## src/rtl/play_ctrl_pkg.sv

```systemverilog
// Shared types for the playback controller: FSM state codes, command encoding,
// pending-slot record and volume saturation helpers.
package play_ctrl_pkg;

    typedef logic [1:0] state_t;
    localparam state_t ST_PLAY     = 2'd0;
    localparam state_t ST_PAUSE    = 2'd1;
    localparam state_t ST_SWITCH   = 2'd2;
    localparam state_t ST_WAIT_RDY = 2'd3;

    typedef enum logic [2:0] {
        CMD_NONE,
        CMD_NEXT,
        CMD_PREV,
        CMD_PAUSE_TOG,
        CMD_SELECT
    } cmd_t;

    typedef struct packed {
        cmd_t       cmd;
        logic [4:0] song;
    } slot_t;

    localparam logic [7:0] VOL_MIN = 8'h00;
    localparam logic [7:0] VOL_MAX = 8'hFE;

    // One attenuation byte; louder lowers attenuation.
    function automatic logic [7:0] vol_adjust(input logic [7:0] level,
                                              input logic [7:0] step,
                                              input logic       louder);
        logic [8:0] sum;
        sum = {1'b0, level} + {1'b0, step};
        if (louder)
            vol_adjust = (level >= step) ? level - step : VOL_MIN;
        else
            vol_adjust = (sum > {1'b0, VOL_MAX}) ? VOL_MAX : sum[7:0];
    endfunction

endpackage

```

## src/rtl/play_ctrl_arbiter_if.sv

```systemverilog
// Command/status bundle between the input sources, the MP3 decoder and the
// playback controller.
interface play_ctrl_arbiter_if;

    logic        i_btn_next;
    logic        i_btn_pre;
    logic        i_btn_pause;
    logic        i_btn_vol_up;
    logic        i_btn_vol_dn;
    logic        i_bt_next;
    logic        i_bt_pre;
    logic        i_bt_pause;
    logic [15:0] i_bt_vol;
    logic        i_bt_vol_vld;
    logic [4:0]  i_bt_song;
    logic        i_bt_song_vld;
    logic        i_FINISH;
    logic        i_dec_ready;
    logic [4:0]  o_song;
    logic [15:0] o_vol;
    logic        o_pause;
    logic        o_dec_rst;
    logic        o_busy;

    modport master (
        output i_btn_next, i_btn_pre, i_btn_pause, i_btn_vol_up, i_btn_vol_dn,
        output i_bt_next, i_bt_pre, i_bt_pause, i_bt_vol, i_bt_vol_vld,
        output i_bt_song, i_bt_song_vld, i_FINISH, i_dec_ready,
        input  o_song, o_vol, o_pause, o_dec_rst, o_busy
    );

    modport slave (
        input  i_btn_next, i_btn_pre, i_btn_pause, i_btn_vol_up, i_btn_vol_dn,
        input  i_bt_next, i_bt_pre, i_bt_pause, i_bt_vol, i_bt_vol_vld,
        input  i_bt_song, i_bt_song_vld, i_FINISH, i_dec_ready,
        output o_song, o_vol, o_pause, o_dec_rst, o_busy
    );

endinterface

```

## src/rtl/play_cmd_slot.sv

```systemverilog
// One-deep pending command register; a write overwrites (latest wins) and
// takes precedence over a same-cycle read-and-clear.
module play_cmd_slot
    import play_ctrl_pkg::*;
(
    input  logic  clk,
    input  logic  rst_n,
    input  logic  wr_en,
    input  slot_t wr_data,
    input  logic  rd_clr,
    output logic  valid,
    output slot_t rd_data
);

    always_ff @(posedge clk or negedge rst_n) begin
        if (!rst_n) begin
            valid   <= 1'b0;
            rd_data <= '0;
        end else if (wr_en) begin
            valid   <= 1'b1;
            rd_data <= wr_data;
        end else if (rd_clr) begin
            valid   <= 1'b0;
            rd_data <= '0;
        end
    end

endmodule

```

## src/rtl/play_ctrl_arbiter.sv

```systemverilog
// Playback controller: arbitrates button/bluetooth/end-of-song commands and
// sequences decoder restarts. Define PLAY_CTRL_SHUFFLE_EN for shuffled auto-advance.
module play_ctrl_arbiter
    import play_ctrl_pkg::*;
#(
    parameter int unsigned SONG_NUM    = 2,
    parameter logic [7:0]  VOL_STEP    = 8'h10,
    parameter logic [15:0] VOL_DEFAULT = 16'h2020,
    parameter int unsigned RST_CYCLES  = 4,
    parameter int unsigned READY_TMO   = 1000
)
(
    input logic                clk,
    input logic                rst_n,
    play_ctrl_arbiter_if.slave bus
);

    localparam int unsigned     CNT_MAX    = (READY_TMO > RST_CYCLES) ? READY_TMO : RST_CYCLES;
    localparam int unsigned     CNT_W      = $clog2(CNT_MAX) + 1;
    localparam logic [4:0]      LAST_SONG  = 5'(SONG_NUM - 1);
    localparam logic [5:0]      SONG_LIMIT = 6'(SONG_NUM);
    localparam logic [CNT_W-1:0] RST_LAST  = CNT_W'(RST_CYCLES - 1);
    localparam logic [CNT_W-1:0] TMO_LAST  = CNT_W'(READY_TMO - 1);

    state_t           state, state_nxt;
    logic [4:0]       song, song_nxt;
    logic [CNT_W-1:0] cnt, cnt_nxt;
    logic [15:0]      vol, vol_nxt;

    slot_t btn_cmd, bt_cmd, auto_cmd, win;
    slot_t btn_slot, bt_slot;
    logic  btn_slot_vld, bt_slot_vld;
    logic  btn_wr, bt_wr, btn_clr, bt_clr;
    logic  go_switch;

    always_comb begin
        btn_cmd = '0;
        if (bus.i_btn_next)       btn_cmd.cmd = CMD_NEXT;
        else if (bus.i_btn_pre)   btn_cmd.cmd = CMD_PREV;
        else if (bus.i_btn_pause) btn_cmd.cmd = CMD_PAUSE_TOG;

        bt_cmd = '0;
        if (bus.i_bt_song_vld) begin
            bt_cmd.cmd  = CMD_SELECT;
            bt_cmd.song = bus.i_bt_song;
        end else if (bus.i_bt_next)  bt_cmd.cmd = CMD_NEXT;
        else if (bus.i_bt_pre)       bt_cmd.cmd = CMD_PREV;
        else if (bus.i_bt_pause)     bt_cmd.cmd = CMD_PAUSE_TOG;
    end

`ifdef PLAY_CTRL_SHUFFLE_EN
    logic [7:0] lfsr;
    logic [4:0] shuf_pick;

    always_ff @(posedge clk or negedge rst_n) begin
        if (!rst_n) lfsr <= 8'h5A;
        else        lfsr <= {lfsr[6:0], lfsr[7] ^ lfsr[5] ^ lfsr[4] ^ lfsr[3]};
    end

    always_comb begin
        shuf_pick = 5'(32'(lfsr) % SONG_NUM);
        if (shuf_pick == song)
            shuf_pick = (song == LAST_SONG) ? '0 : song + 5'd1;
        auto_cmd.cmd  = CMD_SELECT;
        auto_cmd.song = shuf_pick;
    end
`else
    always_comb begin
        auto_cmd.cmd  = CMD_NEXT;
        auto_cmd.song = '0;
    end
`endif

    // Pending slots hold older commands, so they beat everything live; any
    // live command that loses is parked in its own source's slot.
    always_comb begin
        win     = '0;
        btn_clr = 1'b0;
        bt_clr  = 1'b0;
        btn_wr  = (btn_cmd.cmd != CMD_NONE);
        bt_wr   = (bt_cmd.cmd != CMD_NONE);
        if (state == ST_PLAY || state == ST_PAUSE) begin
            if (btn_slot_vld) begin
                win     = btn_slot;
                btn_clr = 1'b1;
            end else if (bt_slot_vld) begin
                win    = bt_slot;
                bt_clr = 1'b1;
            end else if (bus.i_FINISH && state == ST_PLAY) begin
                win = auto_cmd;
            end else if (btn_wr) begin
                win    = btn_cmd;
                btn_wr = 1'b0;
            end else if (bt_wr) begin
                win   = bt_cmd;
                bt_wr = 1'b0;
            end
        end
    end

    play_cmd_slot u_btn_slot (
        .clk     (clk),
        .rst_n   (rst_n),
        .wr_en   (btn_wr),
        .wr_data (btn_cmd),
        .rd_clr  (btn_clr),
        .valid   (btn_slot_vld),
        .rd_data (btn_slot)
    );

    play_cmd_slot u_bt_slot (
        .clk     (clk),
        .rst_n   (rst_n),
        .wr_en   (bt_wr),
        .wr_data (bt_cmd),
        .rd_clr  (bt_clr),
        .valid   (bt_slot_vld),
        .rd_data (bt_slot)
    );

    always_comb begin
        state_nxt = state;
        song_nxt  = song;
        cnt_nxt   = cnt;
        go_switch = 1'b0;
        case (state)
            ST_PLAY, ST_PAUSE: begin
                case (win.cmd)
                    CMD_NEXT: begin
                        song_nxt  = (song == LAST_SONG) ? '0 : song + 5'd1;
                        go_switch = 1'b1;
                    end
                    CMD_PREV: begin
                        song_nxt  = (song == '0) ? LAST_SONG : song - 5'd1;
                        go_switch = 1'b1;
                    end
                    CMD_SELECT: begin
                        if ({1'b0, win.song} < SONG_LIMIT) begin
                            song_nxt  = win.song;
                            go_switch = 1'b1;
                        end
                    end
                    CMD_PAUSE_TOG: state_nxt = (state == ST_PLAY) ? ST_PAUSE : ST_PLAY;
                    default: ;
                endcase
                if (go_switch) begin
                    state_nxt = ST_SWITCH;
                    cnt_nxt   = '0;
                end
            end
            ST_SWITCH: begin
                if (cnt == RST_LAST) begin
                    state_nxt = ST_WAIT_RDY;
                    cnt_nxt   = '0;
                end else begin
                    cnt_nxt = cnt + CNT_W'(1);
                end
            end
            default: begin
                if (bus.i_dec_ready) begin
                    state_nxt = ST_PLAY;
                    cnt_nxt   = '0;
                end else if (cnt == TMO_LAST) begin
                    state_nxt = ST_SWITCH;
                    cnt_nxt   = '0;
                end else begin
                    cnt_nxt = cnt + CNT_W'(1);
                end
            end
        endcase
    end

    always_comb begin
        vol_nxt = vol;
        if (bus.i_btn_vol_up)
            vol_nxt = {vol_adjust(vol[15:8], VOL_STEP, 1'b1), vol_adjust(vol[7:0], VOL_STEP, 1'b1)};
        else if (bus.i_btn_vol_dn)
            vol_nxt = {vol_adjust(vol[15:8], VOL_STEP, 1'b0), vol_adjust(vol[7:0], VOL_STEP, 1'b0)};
        else if (bus.i_bt_vol_vld)
            vol_nxt = bus.i_bt_vol;
    end

    always_ff @(posedge clk or negedge rst_n) begin
        if (!rst_n) begin
            state <= ST_PLAY;
            song  <= '0;
            cnt   <= '0;
            vol   <= VOL_DEFAULT;
        end else begin
            state <= state_nxt;
            song  <= song_nxt;
            cnt   <= cnt_nxt;
            vol   <= vol_nxt;
        end
    end

    assign bus.o_song    = song;
    assign bus.o_vol     = vol;
    assign bus.o_pause   = (state == ST_PAUSE);
    assign bus.o_dec_rst = (state == ST_SWITCH);
    assign bus.o_busy    = (state == ST_SWITCH) || (state == ST_WAIT_RDY);

endmodule
```

## src/flat_wrapper.sv

```systemverilog
// flat-port wrapper written by rule: the top's interface ports become plain ports
module play_ctrl_arbiter_flat import play_ctrl_pkg::*;
#(
    parameter int unsigned SONG_NUM    = 2,
    parameter logic [7:0]  VOL_STEP    = 8'h10,
    parameter logic [15:0] VOL_DEFAULT = 16'h2020,
    parameter int unsigned RST_CYCLES  = 4,
    parameter int unsigned READY_TMO   = 1000
)
  (clk, rst_n, bus_i_btn_next, bus_i_btn_pre, bus_i_btn_pause, bus_i_btn_vol_up, bus_i_btn_vol_dn, bus_i_bt_next, bus_i_bt_pre, bus_i_bt_pause, bus_i_bt_vol, bus_i_bt_vol_vld, bus_i_bt_song, bus_i_bt_song_vld, bus_i_FINISH, bus_i_dec_ready, bus_o_song, bus_o_vol, bus_o_pause, bus_o_dec_rst, bus_o_busy);
  play_ctrl_arbiter_if bus_i ();
  input logic clk;
  input logic rst_n;
  input wire logic [$bits(bus_i.i_btn_next)-1:0] bus_i_btn_next;
  input wire logic [$bits(bus_i.i_btn_pre)-1:0] bus_i_btn_pre;
  input wire logic [$bits(bus_i.i_btn_pause)-1:0] bus_i_btn_pause;
  input wire logic [$bits(bus_i.i_btn_vol_up)-1:0] bus_i_btn_vol_up;
  input wire logic [$bits(bus_i.i_btn_vol_dn)-1:0] bus_i_btn_vol_dn;
  input wire logic [$bits(bus_i.i_bt_next)-1:0] bus_i_bt_next;
  input wire logic [$bits(bus_i.i_bt_pre)-1:0] bus_i_bt_pre;
  input wire logic [$bits(bus_i.i_bt_pause)-1:0] bus_i_bt_pause;
  input wire logic [$bits(bus_i.i_bt_vol)-1:0] bus_i_bt_vol;
  input wire logic [$bits(bus_i.i_bt_vol_vld)-1:0] bus_i_bt_vol_vld;
  input wire logic [$bits(bus_i.i_bt_song)-1:0] bus_i_bt_song;
  input wire logic [$bits(bus_i.i_bt_song_vld)-1:0] bus_i_bt_song_vld;
  input wire logic [$bits(bus_i.i_FINISH)-1:0] bus_i_FINISH;
  input wire logic [$bits(bus_i.i_dec_ready)-1:0] bus_i_dec_ready;
  output wire logic [$bits(bus_i.o_song)-1:0] bus_o_song;
  output wire logic [$bits(bus_i.o_vol)-1:0] bus_o_vol;
  output wire logic [$bits(bus_i.o_pause)-1:0] bus_o_pause;
  output wire logic [$bits(bus_i.o_dec_rst)-1:0] bus_o_dec_rst;
  output wire logic [$bits(bus_i.o_busy)-1:0] bus_o_busy;
  assign bus_i.i_btn_next = bus_i_btn_next;
  assign bus_i.i_btn_pre = bus_i_btn_pre;
  assign bus_i.i_btn_pause = bus_i_btn_pause;
  assign bus_i.i_btn_vol_up = bus_i_btn_vol_up;
  assign bus_i.i_btn_vol_dn = bus_i_btn_vol_dn;
  assign bus_i.i_bt_next = bus_i_bt_next;
  assign bus_i.i_bt_pre = bus_i_bt_pre;
  assign bus_i.i_bt_pause = bus_i_bt_pause;
  assign bus_i.i_bt_vol = bus_i_bt_vol;
  assign bus_i.i_bt_vol_vld = bus_i_bt_vol_vld;
  assign bus_i.i_bt_song = bus_i_bt_song;
  assign bus_i.i_bt_song_vld = bus_i_bt_song_vld;
  assign bus_i.i_FINISH = bus_i_FINISH;
  assign bus_i.i_dec_ready = bus_i_dec_ready;
  assign bus_o_song = bus_i.o_song;
  assign bus_o_vol = bus_i.o_vol;
  assign bus_o_pause = bus_i.o_pause;
  assign bus_o_dec_rst = bus_i.o_dec_rst;
  assign bus_o_busy = bus_i.o_busy;
  play_ctrl_arbiter #(.SONG_NUM(SONG_NUM), .VOL_STEP(VOL_STEP), .VOL_DEFAULT(VOL_DEFAULT), .RST_CYCLES(RST_CYCLES), .READY_TMO(READY_TMO)) u_core (.clk(clk), .rst_n(rst_n), .bus(bus_i));
endmodule
```

## config.mk

```make
export PLATFORM = sky130hd
export DESIGN_NAME = play_ctrl_arbiter_flat
export DESIGN_NICKNAME = d
export VERILOG_FILES = /design/src/rtl/play_ctrl_pkg.sv /design/src/rtl/play_ctrl_arbiter_if.sv /design/src/rtl/play_cmd_slot.sv /design/src/rtl/play_ctrl_arbiter.sv /design/src/flat_wrapper.sv
export SDC_FILE = /design/constraint.sdc
export NUM_CORES = 1
export LEC_CHECK = 0
export ABC_AREA = 1
export ABC_CLOCK_PERIOD_IN_PS = 3550
export BUFFER_PORTS_ARGS = -buffer_cell sky130_fd_sc_hd__buf_4
export CORE_MARGIN = 1
export CORE_UTILIZATION = 44
export DETAILED_ROUTE_END_ITERATION = 7
export PLACE_DENSITY = 0.65
export SETUP_SLACK_MARGIN = 0.2
export SYNTH_ARGS = -nofsm -noshare
export SYNTH_HDL_FRONTEND = slang
export SYNTH_SLANG_ARGS = --single-unit
```

## constraint.sdc

```tcl
create_clock -name clk -period 3.55 [get_ports clk]
set_input_delay 0.355 -clock clk [delete_from_list [all_inputs] [get_ports clk]]
set_output_delay 0.355 -clock clk [all_outputs]
set_load 0.005 [all_outputs]
```

Yosys cells after proc, flatten, opt, wreduce, memory -nomap -nowiden
Cells that the tools add are included.
{"block": "classes", "n_addsub": 7, "order_cmp": 5, "n_eq_ne": 14, "muxes": 62, "reduce_logical": 16}
{"op": "$mux W8", "count": 14}
{"op": "$mux W16", "count": 3}
{"op": "$mux W11", "count": 4}
{"op": "$pmux W11 S2", "count": 1}
{"op": "$mux W1", "count": 21}
{"op": "$mux W5", "count": 4}
{"op": "$add A8 B5 Y9 const B", "count": 2}
{"op": "$gt A9 B8 Y1 const B", "count": 2}
{"op": "$ge A8 B5 Y1 const B", "count": 2}
{"op": "$sub A8 B5 Y8 const B", "count": 2}
{"op": "$mux W3", "count": 5}
{"op": "$pmux W5 S3", "count": 1}
{"op": "$mux W2", "count": 7}
{"op": "$reduce_bool A3 Y1", "count": 4}
{"op": "$add A11 B1 Y11 const B", "count": 1}
{"op": "$eq A11 B10 Y1 const B", "count": 1}
{"op": "$eq A11 B2 Y1 const B", "count": 1}
{"op": "$eq A3 B2 Y1 const B", "count": 2}
{"op": "$ne A2 B1 Y1 const B", "count": 3}
{"op": "$reduce_and A3 Y1", "count": 2}
{"op": "$add A5 B1 Y5 const B", "count": 1}
{"op": "$eq A5 B1 Y1 const B", "count": 1}
{"op": "$logic_not A5 Y1", "count": 1}
{"op": "$lt A5 B2 Y1 const B", "count": 1}
{"op": "14 further kinds", "count": 18}
{"block": "word_totals", "ff_bits": 52, "input_bits": 35, "out_inout_bits": 24, "wordCells": 114}

Logic depth before layout (Yosys ltp)
{"block": "depth", "word_depth": 17, "ltp_mapped": 16, "mapped_depth_nobuf": 15}

Hierarchy
Synthesis repeated with hierarchy kept, for this count alone.
{"block": "hier_totals", "cells_unflattened": 531, "hier_area_um2": 3697.3}
{"module": "play_ctrl_arbiter", "n_inst": 1, "cells_per_inst": 455, "area_per_inst_um2": 2976.6, "seq_area_each_um2": 853.3}
{"module": "play_cmd_slot", "n_inst": 2, "cells_per_inst": 38, "area_per_inst_um2": 360.3, "seq_area_each_um2": 225.2}

Worst setup path after synthesis
OpenSTA, ideal clock, no wires.
{"block": "synth_timing", "path_kind": "reg2reg", "startpoint": "register u_core.state[1]", "endpoint": "register u_core.state[0]", "setup_time_ns": 0.117, "t_arrival_ns": 1.614, "required_time_ns": 3.433, "setup_slack_ns": 1.819, "stages_incl_launch_ff": 14, "n_path_buf": 1, "period_less_slack_ns": 1.731, "cell_sequence": "dfrtp_1 buf_6 nor2_4 inv_1 a21oi_2 nand2_1 nand2_1 nand2_1 nand3_2 nand3_4 nand2_2 nand2_1 nand2_1 nand2_1"}
{"block": "synth_via", "elab_chain_cells": 12, "elab_cells_between_ends": 27, "classes_between": "order compare (1); eq/ne (8); mux (11); reduce/logical (7)"}
{"item": "start: declaration", "line": "play_ctrl_arbiter.sv:25", "rtl": "state_t state, state_nxt;"}
{"item": "start signal: assignment", "line": "play_ctrl_arbiter.sv:190", "rtl": "state <= state_nxt;"}
{"item": "$logic_not A2 Y1"}
{"item": "$logic_and A1 B1 Y1", "line": "play_ctrl_arbiter.sv:89", "rtl": "end else if (bus.i_FINISH && state == ST_PLAY) begin"}
{"item": "$mux W8", "line": "play_ctrl_arbiter.sv:89"}
{"item": "$mux W8", "line": "play_ctrl_arbiter.sv:86", "rtl": "end else if (bt_slot_vld) begin"}
{"item": "$mux W8", "line": "play_ctrl_arbiter.sv:83", "rtl": "if (btn_slot_vld) begin"}
{"item": "$mux W8", "line": "play_ctrl_arbiter.sv:82", "rtl": "if (state == ST_PLAY || state == ST_PAUSE) begin"}
{"item": "$lt A5 B2 Y1 (tied with other cells)", "line": "play_ctrl_arbiter.sv:138", "rtl": "if ({1'b0, win.song} < SONG_LIMIT) begin"}
{"item": "$mux W1 / $reduce_or A2 Y1 (equally long branches)"}
{"item": "$pmux W1 S2", "line": "play_ctrl_arbiter.sv:128", "rtl": "case (win.cmd)"}
{"item": "$mux W1", "line": "play_ctrl_arbiter.sv:126", "rtl": "case (state)"}
{"item": "$ne A3 B2 Y1 (no source line) / $mux W2 (equally long branches)"}
{"item": "$reduce_and A3 Y1 (no source line) / $pmux W2 S2 (equally long branches)"}
Several ways; a longest one is shown, not always the timed one. The select of a mux whose other input is x is not followed.
A chain may end at the register's enable or synchronous reset.

Worst setup path after layout
{"block": "layout_timing", "startpoint": "register u_core.state[1]", "endpoint": "register u_core.song[1], in the netlist u_core.bus.o_song[1]"}
{"block": "layout_via", "elab_chain_cells": 9, "elab_cells_between_ends": 18, "classes_between": "order compare (1); eq/ne (5); mux (6); reduce/logical (6)"}
{"item": "$logic_not A2 Y1", "line": "play_ctrl_arbiter.sv:82, play_ctrl_arbiter.sv:89, play_ctrl_arbiter.sv:126"}
{"item": "$logic_and A1 B1 Y1", "line": "play_ctrl_arbiter.sv:89"}
{"item": "$mux W8", "line": "play_ctrl_arbiter.sv:89"}
{"item": "$mux W8", "line": "play_ctrl_arbiter.sv:86"}
{"item": "$mux W8", "line": "play_ctrl_arbiter.sv:83"}
{"item": "$mux W8", "line": "play_ctrl_arbiter.sv:82"}
{"item": "$lt A5 B2 Y1 (tied with other cells)", "line": "play_ctrl_arbiter.sv:138"}
{"item": "$ne A2 B1 Y1 (no source line) / $reduce_bool A3 Y1 (equally long branches)"}
{"item": "$reduce_and A3 Y1 (no source line)"}
{"item": "end signal: assignment", "line": "play_ctrl_arbiter.sv:191", "rtl": "song <= song_nxt;"}
{"item": "end: declaration", "line": "play_ctrl_arbiter.sv:26", "rtl": "logic [4:0] song, song_nxt;"}
Several ways; a longest one is shown, not always the timed one. The select of a mux whose other input is x is not followed.

==> summary.md <==
| Metric | Value |
|---|---|
| Critical path launch point type | flip-flop |
| Grt ovf | 0 |
| Worst Clk Skew | 0.00475 ns |
| Clock latency on the worst-skew pair | 0.30 ns |
| DR vias | 3253 |
| Drt total wl | 8200 microns |
| DR WL/cell | 13.2 microns |
| Gate power share | 44.9% |
| Drt first pass iters | 5 |
| Area leader, netlist | dfrtp_1 |
| Yosys warning count | 0 |
| Post_cts resized | 0 |
| Asr flop ratio synth | 100% |
| WP data arrival | 2.41 ns |
| Number of global-route vias before repair | 3026 |
| CTS clk-pin slew, worst paths | 0.08 ns |
| Setup crit end kind | flip-flop |
| Die footprint | 7840 sq um |
| Syn Nets | 512 |
| Leak Pwr | 1.92 nW |
| RSZ-0062 raised after global routing | no |
| Worst setup endpoint | u_core.bus.o_song[1] |
| Detail Placement HPWL | 6180 microns |
| CP required | 3.79 ns |
| Placer congestion estimate | 0.909 |
| Sw Ratio | 42.3% |
| Worst slew margin | 54.9% |
| R2r setup slk | 1.39 ns |
| Most instantiated cells after synthesis | nand2_1, inv_1, nor2_1 |
| Critical path cell sequence | inv_2 -> nand2_1 -> nor2_1 -> nor2_1 -> inv_1 -> nor2_1 -> nand3b_1 -> or2_0 -> nand3_1 -> nand2_1 -> nand2_1 |
| Antenna viol nets, final | 0 |
| Number of distinct library cells after synthesis | 40 |
| Syn-to-layout area delta | 18.4% |
| VDD IR max | 0.289 mV |
| Top FF cell, synth | dfrtp_1 |
| Reg-to-reg critical path endpoint | u_core.bus.o_song[1] |
| Core Area | 7250 sq um |
| Pin count of the biggest net entering global routing | 47 |
| CTS tree | yes |
| Setup TNS | 0 ns |
| CTS HTree Levels | 2 |
| # rows | 31 |
| Kind of critical path | reg2reg |
| Synth area leaders | dfrtp_1, nand2_1, inv_1 |
| EDFF count, synth | 0 |
| Setup bufs post-CTS | 0 |
| Initial antenna violation count | 0 |
| GRT Util Overall | 22.3% |
| Seq pwr share | 37.3% |
| Crit path from | u_core.state[1] |
| Die width | 88.6 microns |
| Vias/cell | 5.25 |
| DR DRC count | 0 |
| Final total power | 2.21 mW |
| Period Utilization, post-route | 60.9% |
| Reg2Reg Launch Point | u_core.state[1] |
| 1st-iter DRT viols | 137 |
| Cts hold-fix bufs | 0 |
| Final Max Slew Viols | 0 |
| Layout cells sized above 1 | 16.5% |
| Power Internal | 1.28 mW |
| N_diodes | 0 |
| Setup violations, final | 0 |
| CTS buffer count | 5 |
| Port buffer count | 58 |
| #FFs+latches synth | 46 |
| Yosys top cell area share | 33.4% |
| Top-count cell post-synth | nand2_1 |
| Worst slew pin tran | 0.672 ns |
| Clk sinks | 46 |
| Hold slack | 0.0554 ns |
| Delay of the slowest critical-path stage | 0.59 ns |
| Fill count | 757 |
| Initial Util | 45.5% |
| Die Height | 88.6 microns |
| Status | finished clean |
| Final Net Count | 565 |
| Hold WC Path Type | in2async |
| Psw | 935 uW |
| Seq/Total Area, Yosys | 35.0% |
| Reg2Reg Depth | 11 |
| Syn Inst Count | 467 |
| Achievable frequency | 462 MHz |
| Clock network fraction of design power | 17.8% |
| I/O pins | 59 |
| CTS root buffer | clkbuf_8 |
| Final hold vios | 0 |
| Avg Inst Size Synth | 7.06 sq um |
| Longest Clk Path Bufs | 2 |
| First-pass GRT wire length | 13800 microns |
| Post-Syn Area | 3300 sq um |
| Final Critical Period | 2.16 ns |
| Max-cap viol count | 0 |
| Crit-path max FO | 10 |
| Power density cells | 567 nW/um^2 |
| CP max-delay cell | dfrtp_1 |
[worst min path at each step]
stage,start,to,slack (ns),depth (start not counted)
6_report,rst_n,u_core.cnt[2],0.06,1
2_1_floorplan,rst_n,u_core.bus.o_song[0],0.06,0
5_1_grt,rst_n,u_core.cnt[8],0.11,1
3_3_place_gp,rst_n,u_core.cnt[2],0.41,1
4_1_cts,rst_n,u_core.cnt[10],0.08,1
3_5_place_dp,rst_n,u_core.cnt[10],0.42,1
[per-stage QoR]
stage                     worst slack, ns  std cells  instance area (sq um)  utilization (%)
after floorplan                      1.82        467                   3300                -
after global placement               1.49        612                   3800             52.4
after detailed placement             1.42        612                   3800             52.4
after CTS                            1.37        620                   3900             53.8
after global routing                 1.09        620                   3900             53.8
final                                1.39        620                   3900             53.8
[cells in the final DEF (no fill, tap or decap), drive strengths merged]
cell / synthesis / final
a21oi: 13 / 13
xnor2: 3 / 3
o21ai: 28 / 28
dfstp: 2 / 2
o22ai: 14 / 14
nand2: 111 / 111
o221ai: 3 / 3
nor3: 20 / 20
o21bai: 1 / 1
or2: 2 / 2
dfrtp: 44 / 44
xor2: 14 / 14
ha: 10 / 10
bufinv: 0 / 1
a31o: 1 / 1
inv: 63 / 63
nand4: 12 / 12
o31ai: 2 / 2
a31oi: 3 / 3
buf: 2 / 58
a21boi: 1 / 1
nand3b: 1 / 1
o2111ai: 2 / 2
o211ai: 4 / 4
nor2: 52 / 52
clkbuf: 9 / 7
nor4: 5 / 5
nand3: 44 / 44
[power groups by stage]
stage	logic [mW]	clock network [mW]	registers, mW
after global routing	1.14	0.429	0.848
after global placement	0.986	0	0.828
after CTS	0.997	0.407	0.826
after detailed placement	0.986	0	0.834
final	0.994	0.393	0.825
after floorplan	0.741	0	0.748
[worst max-delay path, delay by kind of cell (launching register included)]
kind                   cells  cell delay [ns]
AND/OR/NAND/NOR            9             1.27
flip-flops                 1             0.59
buffers and inverters      2             0.25
[area by class of cell]
cell class	count	area [sq um]	area share, %
inverters	63	236	6.06
flip-flops and latches	46	1150	29.6
multi-input cells	346	1850	47.3
well taps	99	124	3.17
clock buffers	7	76.3	1.96
clock inverters	1	30.0	0.769
repair buffers	58	435	11.2
[state kept, by name, summed over array words and instances (netlist names)]
name                       cells
u_core.bus.o_song              5
u_core.bus.o_vol              16
u_core.cnt                    11
u_core.state                   2
u_core.u_bt_slot.rd_data       8
u_core.u_bt_slot.valid         1
u_core.u_btn_slot.rd_data      2
u_core.u_btn_slot.valid        1
[metal layers]
metal	routed length [microns]	up-vias	global-route usage (%)	share of wire, %
met1	3990	1502	31.9	49
met2	3740	93	35.9	46
met3	391	6	2.99	4.8
met5	0	-	0	0
li1	-	1652	-	-
met4	76	0	5.13	0.93
[cell families (layout without fill, tap and decap cells)]
logic type	count (synthesis)	after routing	synth area share [%]
flip-flops	46	46	35.0
buffers and inverters	75	129	8.96
XOR/XNOR	17	17	4.52
AND/OR/NAND/NOR	247	247	34.3
AO/OA/AOI/OAI	72	72	13.4
adder cells (fa/ha/maj)	10	10	3.80
Note: power is estimated with default switching activity, not from simulation.
